<file path="src/rtl/imem_loader_pkg.sv">
`default_nettype none
// ============================================================================
// Module   : imem_loader_pkg
// Purpose  : Shared definitions for the instruction-memory boot loader.
//            Holds the loader state encoding, the image header width and
//            the byte/word packing constants.
// Revision : 1.0 - initial release
// ============================================================================
package imem_loader_pkg;

  localparam int unsigned HDR_W          = 16;  // header word-count width
  localparam int unsigned WORD_W         = 32;  // instruction word width
  localparam int unsigned BYTES_PER_WORD = 4;
  localparam int unsigned BYTE_IDX_W     = $clog2(BYTES_PER_WORD);

  typedef enum logic [2:0] {
    ST_HDR_HI = 3'd0,
    ST_HDR_LO = 3'd1,
    ST_DATA   = 3'd2,
    ST_LAST   = 3'd3,
    ST_DONE   = 3'd4,
    ST_ERROR  = 3'd5
  } state_e;

endpackage : imem_loader_pkg
`default_nettype wire

</file>
<file path="src/rtl/imem_word_packer.sv">
`default_nettype none
// ============================================================================
// Module   : imem_word_packer
// Purpose  : Packs a big-endian byte stream into 32-bit words. The first
//            byte of a word lands in [31:24], the last in [7:0].
// Ports    : clk, rst     - clock, asynchronous active-high reset
//            clear_i      - synchronous clear of the byte index
//            valid_i      - a byte is accepted this cycle
//            byte_i       - accepted byte
//            word_o       - assembled word (valid together with last_o)
//            last_o       - this accepted byte completes a word
// Revision : 1.0 - initial release
// ============================================================================
module imem_word_packer
  import imem_loader_pkg::*;
(
  input  logic              clk,
  input  logic              rst,
  input  logic              clear_i,
  input  logic              valid_i,
  input  logic [7:0]        byte_i,
  output logic [WORD_W-1:0] word_o,
  output logic              last_o
);

  localparam int unsigned SHIFT_W = (BYTES_PER_WORD - 1) * 8;
  localparam logic [BYTE_IDX_W-1:0] C_LAST_IDX = BYTE_IDX_W'(BYTES_PER_WORD - 1);

  logic [BYTE_IDX_W-1:0] idx_q, idx_d;
  logic [SHIFT_W-1:0]    shift_q, shift_d;

  // The final byte is combined directly with the stored bytes, so the
  // full word is available in the same cycle it is accepted.
  assign last_o = valid_i && (idx_q == C_LAST_IDX);
  assign word_o = {shift_q, byte_i};

  always_comb begin
    idx_d   = idx_q;
    shift_d = shift_q;
    if (clear_i) begin
      idx_d = '0;
    end else if (valid_i) begin
      shift_d = {shift_q[SHIFT_W-9:0], byte_i};
      idx_d   = last_o ? '0 : idx_q + 1'b1;
    end
  end

  always_ff @(posedge clk or posedge rst) begin
    if (rst) begin
      idx_q   <= '0;
      shift_q <= '0;
    end else begin
      idx_q   <= idx_d;
      shift_q <= shift_d;
    end
  end

endmodule : imem_word_packer
`default_nettype wire

</file>
<file path="src/rtl/imem_loader.sv">
`default_nettype none
// ============================================================================
// Module   : imem_loader
// Purpose  : Boot loader that receives a byte-stream image (16-bit
//            big-endian word count followed by big-endian 32-bit words),
//            writes it into instruction memory and holds the CPU in reset
//            until the image is complete.
// Ports    : clk, rst              - clock, asynchronous active-high reset
//            rx_data/rx_valid/rx_ready - incoming byte handshake
//            reload                - restart a load from DONE or ERROR
//            imem_we/addr/wd       - instruction memory write port
//            cpu_rst               - core reset, high while loading
//            done / err            - load complete / header too large
// Revision : 1.0 - initial release
// ============================================================================
module imem_loader
  import imem_loader_pkg::*;
#(
  parameter int unsigned DEPTH     = 64,
  parameter logic [31:0] ADDR_BASE = 32'h0000_0000
) (
  input  logic        clk,
  input  logic        rst,
  input  logic [7:0]  rx_data,
  input  logic        rx_valid,
  output logic        rx_ready,
  input  logic        reload,
  output logic        imem_we,
  output logic [31:0] imem_addr,
  output logic [31:0] imem_wd,
  output logic        cpu_rst,
  output logic        done,
  output logic        err
);

  // Word index spans 0..DEPTH so it can never wrap for a legal image.
  localparam int unsigned WIDX_W = $clog2(DEPTH + 1);

  state_e               state_q, state_d;
  logic [7:0]           hdr_hi_q, hdr_hi_d;
  logic [HDR_W-1:0]     count_q, count_d;
  logic [WIDX_W-1:0]    widx_q, widx_d;
  logic                 we_q, we_d;
  logic [31:0]          addr_q, addr_d;
  logic [WORD_W-1:0]    wd_q, wd_d;

  logic                 accept;
  logic                 pk_valid;
  logic                 pk_clear;
  logic [WORD_W-1:0]    pk_word;
  logic                 pk_last;
  logic [HDR_W-1:0]     hdr_count;
  logic                 final_word;

  assign rx_ready = (state_q == ST_HDR_HI) || (state_q == ST_HDR_LO) ||
                    (state_q == ST_DATA);
  assign accept   = rx_valid && rx_ready;

  // Packer only sees bytes in DATA; outside DATA its byte index is held
  // at zero so any partial word is discarded.
  assign pk_valid = accept && (state_q == ST_DATA);
  assign pk_clear = (state_q != ST_DATA);

  assign hdr_count  = {hdr_hi_q, rx_data};
  assign final_word = (HDR_W'(widx_q) == (count_q - 1'b1));

  imem_word_packer u_packer (
    .clk     (clk),
    .rst     (rst),
    .clear_i (pk_clear),
    .valid_i (pk_valid),
    .byte_i  (rx_data),
    .word_o  (pk_word),
    .last_o  (pk_last)
  );

  always_comb begin
    state_d  = state_q;
    hdr_hi_d = hdr_hi_q;
    count_d  = count_q;
    widx_d   = widx_q;
    we_d     = 1'b0;
    addr_d   = addr_q;
    wd_d     = wd_q;
    case (state_q)
      ST_HDR_HI: begin
        if (accept) begin
          hdr_hi_d = rx_data;
          state_d  = ST_HDR_LO;
        end
      end
      ST_HDR_LO: begin
        if (accept) begin
          count_d = hdr_count;
          widx_d  = '0;
          if (hdr_count == '0) begin
            state_d = ST_DONE;
          end else if (32'(hdr_count) > DEPTH) begin
            state_d = ST_ERROR;
          end else begin
            state_d = ST_DATA;
          end
        end
      end
      ST_DATA: begin
        if (pk_last) begin
          we_d   = 1'b1;
          wd_d   = pk_word;
          addr_d = ADDR_BASE + (32'(widx_q) << 2);
          if (final_word) begin
            state_d = ST_LAST;
          end else begin
            widx_d = widx_q + 1'b1;
          end
        end
      end
      ST_LAST: begin
        // Occupies exactly the final write cycle so cpu_rst drops after it.
        state_d = ST_DONE;
      end
      ST_DONE, ST_ERROR: begin
        if (reload) begin
          state_d  = ST_HDR_HI;
          hdr_hi_d = '0;
          count_d  = '0;
          widx_d   = '0;
        end
      end
      default: begin
        state_d = ST_HDR_HI;
      end
    endcase
  end

  always_ff @(posedge clk or posedge rst) begin
    if (rst) begin
      state_q  <= ST_HDR_HI;
      hdr_hi_q <= '0;
      count_q  <= '0;
      widx_q   <= '0;
      we_q     <= 1'b0;
      addr_q   <= ADDR_BASE;
      wd_q     <= '0;
    end else begin
      state_q  <= state_d;
      hdr_hi_q <= hdr_hi_d;
      count_q  <= count_d;
      widx_q   <= widx_d;
      we_q     <= we_d;
      addr_q   <= addr_d;
      wd_q     <= wd_d;
    end
  end

  assign imem_we   = we_q;
  assign imem_addr = addr_q;
  assign imem_wd   = wd_q;
  assign cpu_rst   = (state_q != ST_DONE);
  assign done      = (state_q == ST_DONE);
  assign err       = (state_q == ST_ERROR);

endmodule : imem_loader
`default_nettype wire
</file>
<file path="config.mk">
export PLATFORM = sky130hd
export DESIGN_NAME = imem_loader
export DESIGN_NICKNAME = d
export VERILOG_FILES = /design/src/rtl/imem_loader_pkg.sv /design/src/rtl/imem_word_packer.sv /design/src/rtl/imem_loader.sv
export SDC_FILE = /design/constraint.sdc
export NUM_CORES = 1
export LEC_CHECK = 0
export BUFFER_PORTS_ARGS = -buffer_cell sky130_fd_sc_hd__buf_4
export CAP_MARGIN = 10
export CORE_MARGIN = 3
export CORE_UTILIZATION = 58
export CTS_BUF_LIST = sky130_fd_sc_hd__clkbuf_2
export DETAILED_ROUTE_END_ITERATION = 8
export PLACE_DENSITY = 0.84
export SLEW_MARGIN = 0
export SYNTH_ARGS = -nofsm -noshare
export SYNTH_HDL_FRONTEND = slang
export SYNTH_SLANG_ARGS = --single-unit
</file>
<file path="constraint.sdc">
create_clock -name clk -period 3.8 [get_ports clk]
set_input_delay 0.19 -clock clk [delete_from_list [all_inputs] [get_ports clk]]
set_output_delay 0.19 -clock clk [all_outputs]
set_load 0.02 [all_outputs]
</file>
## Yosys cells after proc, flatten, opt, wreduce, memory -nomap -nowiden

Cells that the tools add are included.

- Register bits after elaboration: 100
- Bits in latches: 0
- Bits in writable memories: 0
- ROM bits: 0
- Input port bits: 12
- Output and inout bits: 69
- Word-level logic and storage cells: 71
- Memories kept: 0

- Add/sub/neg operators: 3
- Multipliers: 0
- Div/mod/pow operators: 0
- Order comparisons: 1
- Equality and inequality tests: 15
- Shift-type cells: 0
- Muxes and demuxes: 24
- Bitwise operators: 1
- Reductions and logical operators: 18

Operators by type and width:

| cell | number |
|---|---|
| $mux 16 | 2 |
| $pmux 16 s2 | 1 |
| $mux 7 | 4 |
| $mux 3 | 7 |
| $pmux 7 s3 | 1 |
| $eq 7x16->1 | 1 |
| $gt 16x7->1 const B | 1 |
| $logic_not 16->1 | 1 |
| $mux 8 | 2 |
| $pmux 8 s2 | 1 |
| $sub 16x1->16 const B | 1 |
| $pmux 3 s5 | 1 |
| $ne 2x2->1 const B | 5 |
| $reduce_and 5->1 | 2 |
| $add 7x1->7 const B | 1 |
| $eq 3x2->1 const B | 2 |
| $eq 3x3->1 const B | 2 |
| $mux 2 | 3 |
| $reduce_and 3->1 | 2 |
| $reduce_bool 2->1 | 3 |
| $reduce_and 2->1 | 2 |
| $eq 3x1->1 const B | 1 |
| $logic_and 1x1->1 | 3 |
| $logic_not 3->1 | 1 |
| 10 further kinds | 12 |

## Logic depth before layout (Yosys ltp)

- Depth after elaboration: 9
- Gate-level depth with buffers: 10

## Modules after synthesis

From an unflattened synthesis, not the netlist that was laid out.

- Cells, all modules: 480
- Area, all modules: 4907.2 µm²

By module, submodules not included:

| module | instances | cells each | area each (µm²) | seq. area each (µm²) |
|---|---|---|---|---|
| imem_loader | 1 | 410 | 3733.6 | 1851.8 |
| imem_word_packer | 1 | 70 | 1173.6 | 650.6 |

## Least setup slack after synthesis

No wires, ideal clock.

- Kind: reg2reg
- Start point: register count_q[0]
- End point: register widx_q[5]
- Library setup time: 0.078 ns
- Arrival: 2.191 ns
- Setup slack: 1.531 ns
- Cell stages (with the launch flop): 11
- Path buffers: 1
- Path through: dfrtp_1 > inv_1 > ha_1 > or4b_1 > o31a_1 > o22ai_1 > nand4_1 > o21ai_2 > buf_2 > o21ai_0 > a21oi_1

- Word-level cells in the longest chain between the ends: 4

Ends and longest elaborated chain:

| what | line | source |
|---|---|---|
| from (decl) | imem_loader.sv:41 | `logic [HDR_W-1:0] count_q, count_d;` |
| from (signal assigned) | imem_loader.sv:147 | `count_q <= count_d;` |
| $sub 16x1->16 | imem_loader.sv:65 | `assign final_word = (HDR_W'(widx_q) == (count_q - 1'b1));` |
| $eq 7x16->1 | imem_loader.sv:65 |  |
| $ne 2x2->1 (no source line) | - |  |
| $reduce_and 5->1 (no source line) | - |  |
| to (signal assigned) | imem_loader.sv:148 | `widx_q <= widx_d;` |
| to (decl) | imem_loader.sv:42 | `logic [WIDX_W-1:0] widx_q, widx_d;` |

Every way passes these cells.
A chain may end at the register's enable or synchronous reset.

## Worst setup path in the final report

- Start point: register state_q[2]
- End point: register widx_q[3]

- Word-level cells in the longest chain between the ends: 8
- Elaborated cells on any way between the ends: 18
- Those cells by class: eq/ne (8); mux (1); reduce/logical (9)

Ends and longest elaborated chain:

| what | line | source |
|---|---|---|
| from (decl) | imem_loader.sv:39 | `state_e state_q, state_d;` |
| from (signal assigned) | imem_loader.sv:145 | `state_q <= state_d;` |
| $eq 3x1->1 / $logic_not 3->1 (equally long branches) | imem_loader.sv:55, imem_loader.sv:85 |  |
| $logic_or 1x1->1 (2 in series) | imem_loader.sv:55 | `assign rx_ready = (state_q == ST_HDR_HI) \|\| (state_q == ST_HDR_LO) \|\|` |
| $logic_and 1x1->1 | imem_loader.sv:57 | `assign accept = rx_valid && rx_ready;` |
| $logic_and 1x1->1 | imem_loader.sv:61 | `assign pk_valid = accept && (state_q == ST_DATA);` |
| $logic_and 1x1->1 | imem_word_packer.sv:34 | `assign last_o = valid_i && (idx_q == C_LAST_IDX);` |
| $ne 2x1->1 (no source line) | - |  |
| $reduce_and 5->1 (no source line) | - |  |

Several ways; a longest one is shown, not always the timed one.

==> impl_summary.log <==
INFO  metric globalRouteOverflowTotal = 0
INFO  metric htree_levels = 3
INFO  metric clock_latency = 560 ps
INFO  metric tritoncts_clock_tree = done
INFO  metric data_arrival_time_of_the_critical_path = 3330 ps
INFO  metric die_height = 94.37 um
INFO  metric fmax = 356.8 MHz
INFO  metric via_count = 3088
INFO  metric layout.area.seq = 2502 um2
INFO  metric die-area = 8906 um2
INFO  metric int_pwr = 1.946 mW
INFO  metric finalSetupViolCount = 0
INFO  metric synth_ff_type = dfrtp_1
INFO  metric yosys_register_bits = 100
INFO  metric grt_first_pass_wirelength = 15.18 mm
INFO  metric clk_root_buffer_cell = clkbuf_2
INFO  metric grt_setup_unrepaired = no
INFO  metric die-width = 94.37 um
INFO  metric required = 4320 ps
INFO  metric slew_headroom = 35.37%
INFO  metric numClockSinks = 100
INFO  metric min-delay-path-class = input port to asynchronous set/reset pin
INFO  metric post_synth_num_cell_types = 48
INFO  metric mappedNetlistArea = 4529 um2
INFO  metric routability_congestion_estimate = 0.8761
INFO  metric slew_violations = 0
INFO  metric power.density_cell_area = 595.2 nW/um2
INFO  metric multi_input_comb_area = 1800 um2
INFO  metric grt_use_total = 22.26%
INFO  metric placement.io_buffers = 55
INFO  metric initial_utilization = 61.14%
INFO  metric worst_setup_hold_path_clk_slew = 280 ps
INFO  metric initialDrtViolationCount = 180
INFO  metric cts_max_path_buffers = 2
INFO  metric nets = 453
INFO  metric power_switching_share = 36.83%
INFO  metric finalCriticalPeriod = 2803 ps
INFO  metric i_o_pins = 81
INFO  metric post_synth.cell_area_avg = 12.08 um2
INFO  metric grt_pass1_vias = 3077
INFO  metric pin_count_of_the_biggest_net_entering_global_routing = 79
INFO  metric critPathLaunch = state_q[2]
INFO  metric tns = 0 ps
INFO  metric finish.cell_count_without_fillers = 542
INFO  metric sequential_share_of_power = 51.0%
INFO  metric crit_path_class = flip-flop to flip-flop
INFO  metric share_clk_of_total_power = 17.3%
INFO  metric insertedDiodeCount = 0
INFO  metric fin_clk_skew = 32.99 ps
INFO  metric row_count = 31
INFO  metric area_delta_synth_final = 14.25%
INFO  metric start_kind = flip-flop
INFO  metric reg2reg_from = state_q[2]
INFO  metric fin_util = 69.85%
INFO  metric cts_setup_buffers = 0
INFO  metric routed_wl = 9.112 mm
INFO  metric drive_gt1_share = 32.96%
INFO  metric core_region_area = 7408 um2
INFO  metric drt-vias-per-instance = 5.697
INFO  metric dp_cell_count = 514
INFO  metric nFillCells = 528
INFO  metric run_status = finished clean
INFO  metric drcViolationCount = 0
INFO  metric timing_worst_slew_pin_value = 969.4 ps
INFO  metric yosysWarnings = 0
INFO  metric async_flop_share = 100.0%
INFO  metric synth_enable_flop_cells = 0
INFO  metric power.net_switching = 1.134 mW
INFO  metric drt_first_pass_iters = 4
INFO  metric post_cts_resize_count = 0
INFO  metric route.detailed.wl_per_inst = 16.81 um
INFO  metric power.ir.vdd_worst = 323.6 uV
INFO  metric worst-path-max-fanout = 25
INFO  metric layout_worst_path_cycle_share = 73.76%
INFO  metric synth-seq-area-share = 55.25%
INFO  metric syn_inst_count = 375
INFO  metric p_comb_share = 31.7%
INFO  metric place_ws = 1051 ps
INFO  metric antenna_violations_before_repair = 0
INFO  metric total_clock_buffers_created_by_cts = 9
INFO  metric timing.final.hold_violations = 0
INFO  metric timing.critical_path.to_type = flip-flop
INFO  metric hpwl_after_detailed_placement = 6.335 mm
INFO  metric final.setup.worst_slack = 997.1 ps
INFO  metric leakagePower = 2.568 nW
INFO  metric detail-route-antenna-nets = 0
INFO  metric max_cap_violations = 0
==> per-layer routing <==
metal | vias up | track usage, % | share of wire, %
met1 | 1542 | 29.72 | 43
li1 | 1412 | - | -
met5 | - | 0 | 0
met4 | 0 | 8.303 | 1.7
met3 | 15 | 4.940 | 5.9
met2 | 119 | 35.99 | 50
==> per-stage QoR <==
stage	instance area (um2)	power [mW]	hold slack, ps
after floorplan	4619	2.298	293.7
after detailed placement	4925	2.532	419.8
after global routing	5175	3.287	366.4
after CTS	5175	3.075	357.2
after global placement	4925	2.471	421.3
final	5175	3.080	368.0
==> final cells by class <==
type / count / share of cell area, %
inverter: 16 / 1.209
clock inverter: 7 / 1.644
timing repair buffer: 70 / 10.74
tap: 99 / 2.394
multi-input combinational: 241 / 34.79
clock buffer: 9 / 0.8704
sequential: 100 / 48.36
==> worst paths after layout <==
kind	to	slack, ps	cells after the start
setup / recovery	widx_q[3]	1000	8
hold / removal	imem_wd[15]	370	3
setup reg to reg	widx_q[3]	1000	8
hold reg to reg	count_q[15]	540	1
max in group asynchronous	imem_wd[16]	2610	4
min in group clk	imem_wd[2]	440	3
==> sequential cells by signal, summed over array words and instances (netlist names) <==
register	cells
count_q	16
hdr_hi_q	8
imem_addr	7
imem_wd	32
imem_we	1
state_q	3
u_packer.idx_q	2
u_packer.shift_q	24
widx_q	7
==> Yosys cell counts (5+ instances only) <==
cell type,number,area share (%)
dfrtp_1,100,55
nand2_1,13,1.1
a22o_1,13,2.5
mux2_2,63,16
o211ai_1,5,0.83
inv_1,15,1.2
buf_4,25,4.1
xnor2_1,6,1.2
a21oi_1,12,1.3
nor2_1,14,1.2
nor3_1,6,0.66
nand3_1,5,0.55
clkbuf_1,10,0.83
nand3b_1,10,1.7
o21ai_0,17,1.9
==> power groups by stage <==
stage | Combinational, mW | Clock (mW) | Sequential, mW
CTS | 0.973 | 0.541 | 1.56
detailed placement | 0.948 | 0 | 1.58
global placement | 0.910 | 0 | 1.56
floorplan | 0.832 | 0 | 1.47
finish | 0.976 | 0.533 | 1.57
global route | 1.09 | 0.591 | 1.61
==> critical path: stages (launching register included) <==
cell and delay [ps]:
dfrtp_1 600, nor2_1 340, and3_1 210, buf_4 310, nand2_1 120, clkinv_1 350, o21ai_2 240, or4_1 510
nand2_1 70
==> cell families after synthesis <==
kind of cell | Yosys count | synth area share, %
simple gates | 77 | 9.697
buf+inv | 58 | 6.989
fa+ha+maj | 3 | 0.8288
compound gates | 62 | 9.282
xor+xnor | 8 | 1.547
mux | 66 | 16.33
flops | 100 | 55.25
other cells | 1 | 0.08279
==> what timing repair did <==
| action | in CTS | in global routing |
|---|---|---|
| hold endpoints to repair | 113 | 0 |
| endpoints found under the setup margin | 0 | 0 |
| hold buffers | 12 | 0 |
==> cell usage in the layout, fill, tap and decap left out, types with 2 or more instances in the layout <==
| cell | n |
|---|---|
| nor2b_1 | 3 |
| xor2_1 | 2 |
| dlygate4sd3_1 | 12 |
| xnor2_1 | 6 |
| nand3_1 | 5 |
| or3_1 | 3 |
| nand2b_1 | 2 |
| nor3_1 | 6 |
| conb_1 | 25 |
| and3_1 | 3 |
| nand2_1 | 13 |
| o22ai_1 | 2 |
| or2_2 | 3 |
| or4_1 | 4 |
| ha_1 | 3 |
| o31ai_1 | 3 |
| buf_4 | 58 |
| a22o_1 | 13 |
| inv_1 | 14 |
| o21ai_0 | 17 |
| nor2_1 | 14 |
| clkbuf_2 | 9 |
| dfrtp_1 | 100 |
| nor4_1 | 3 |
| nand3b_1 | 10 |
| mux2i_1 | 3 |
| mux2_2 | 63 |
| a31oi_1 | 2 |
| a21oi_1 | 12 |
| inv_6 | 2 |
| o211ai_1 | 5 |
No activity file was read; power rests on OpenSTA's default activity.
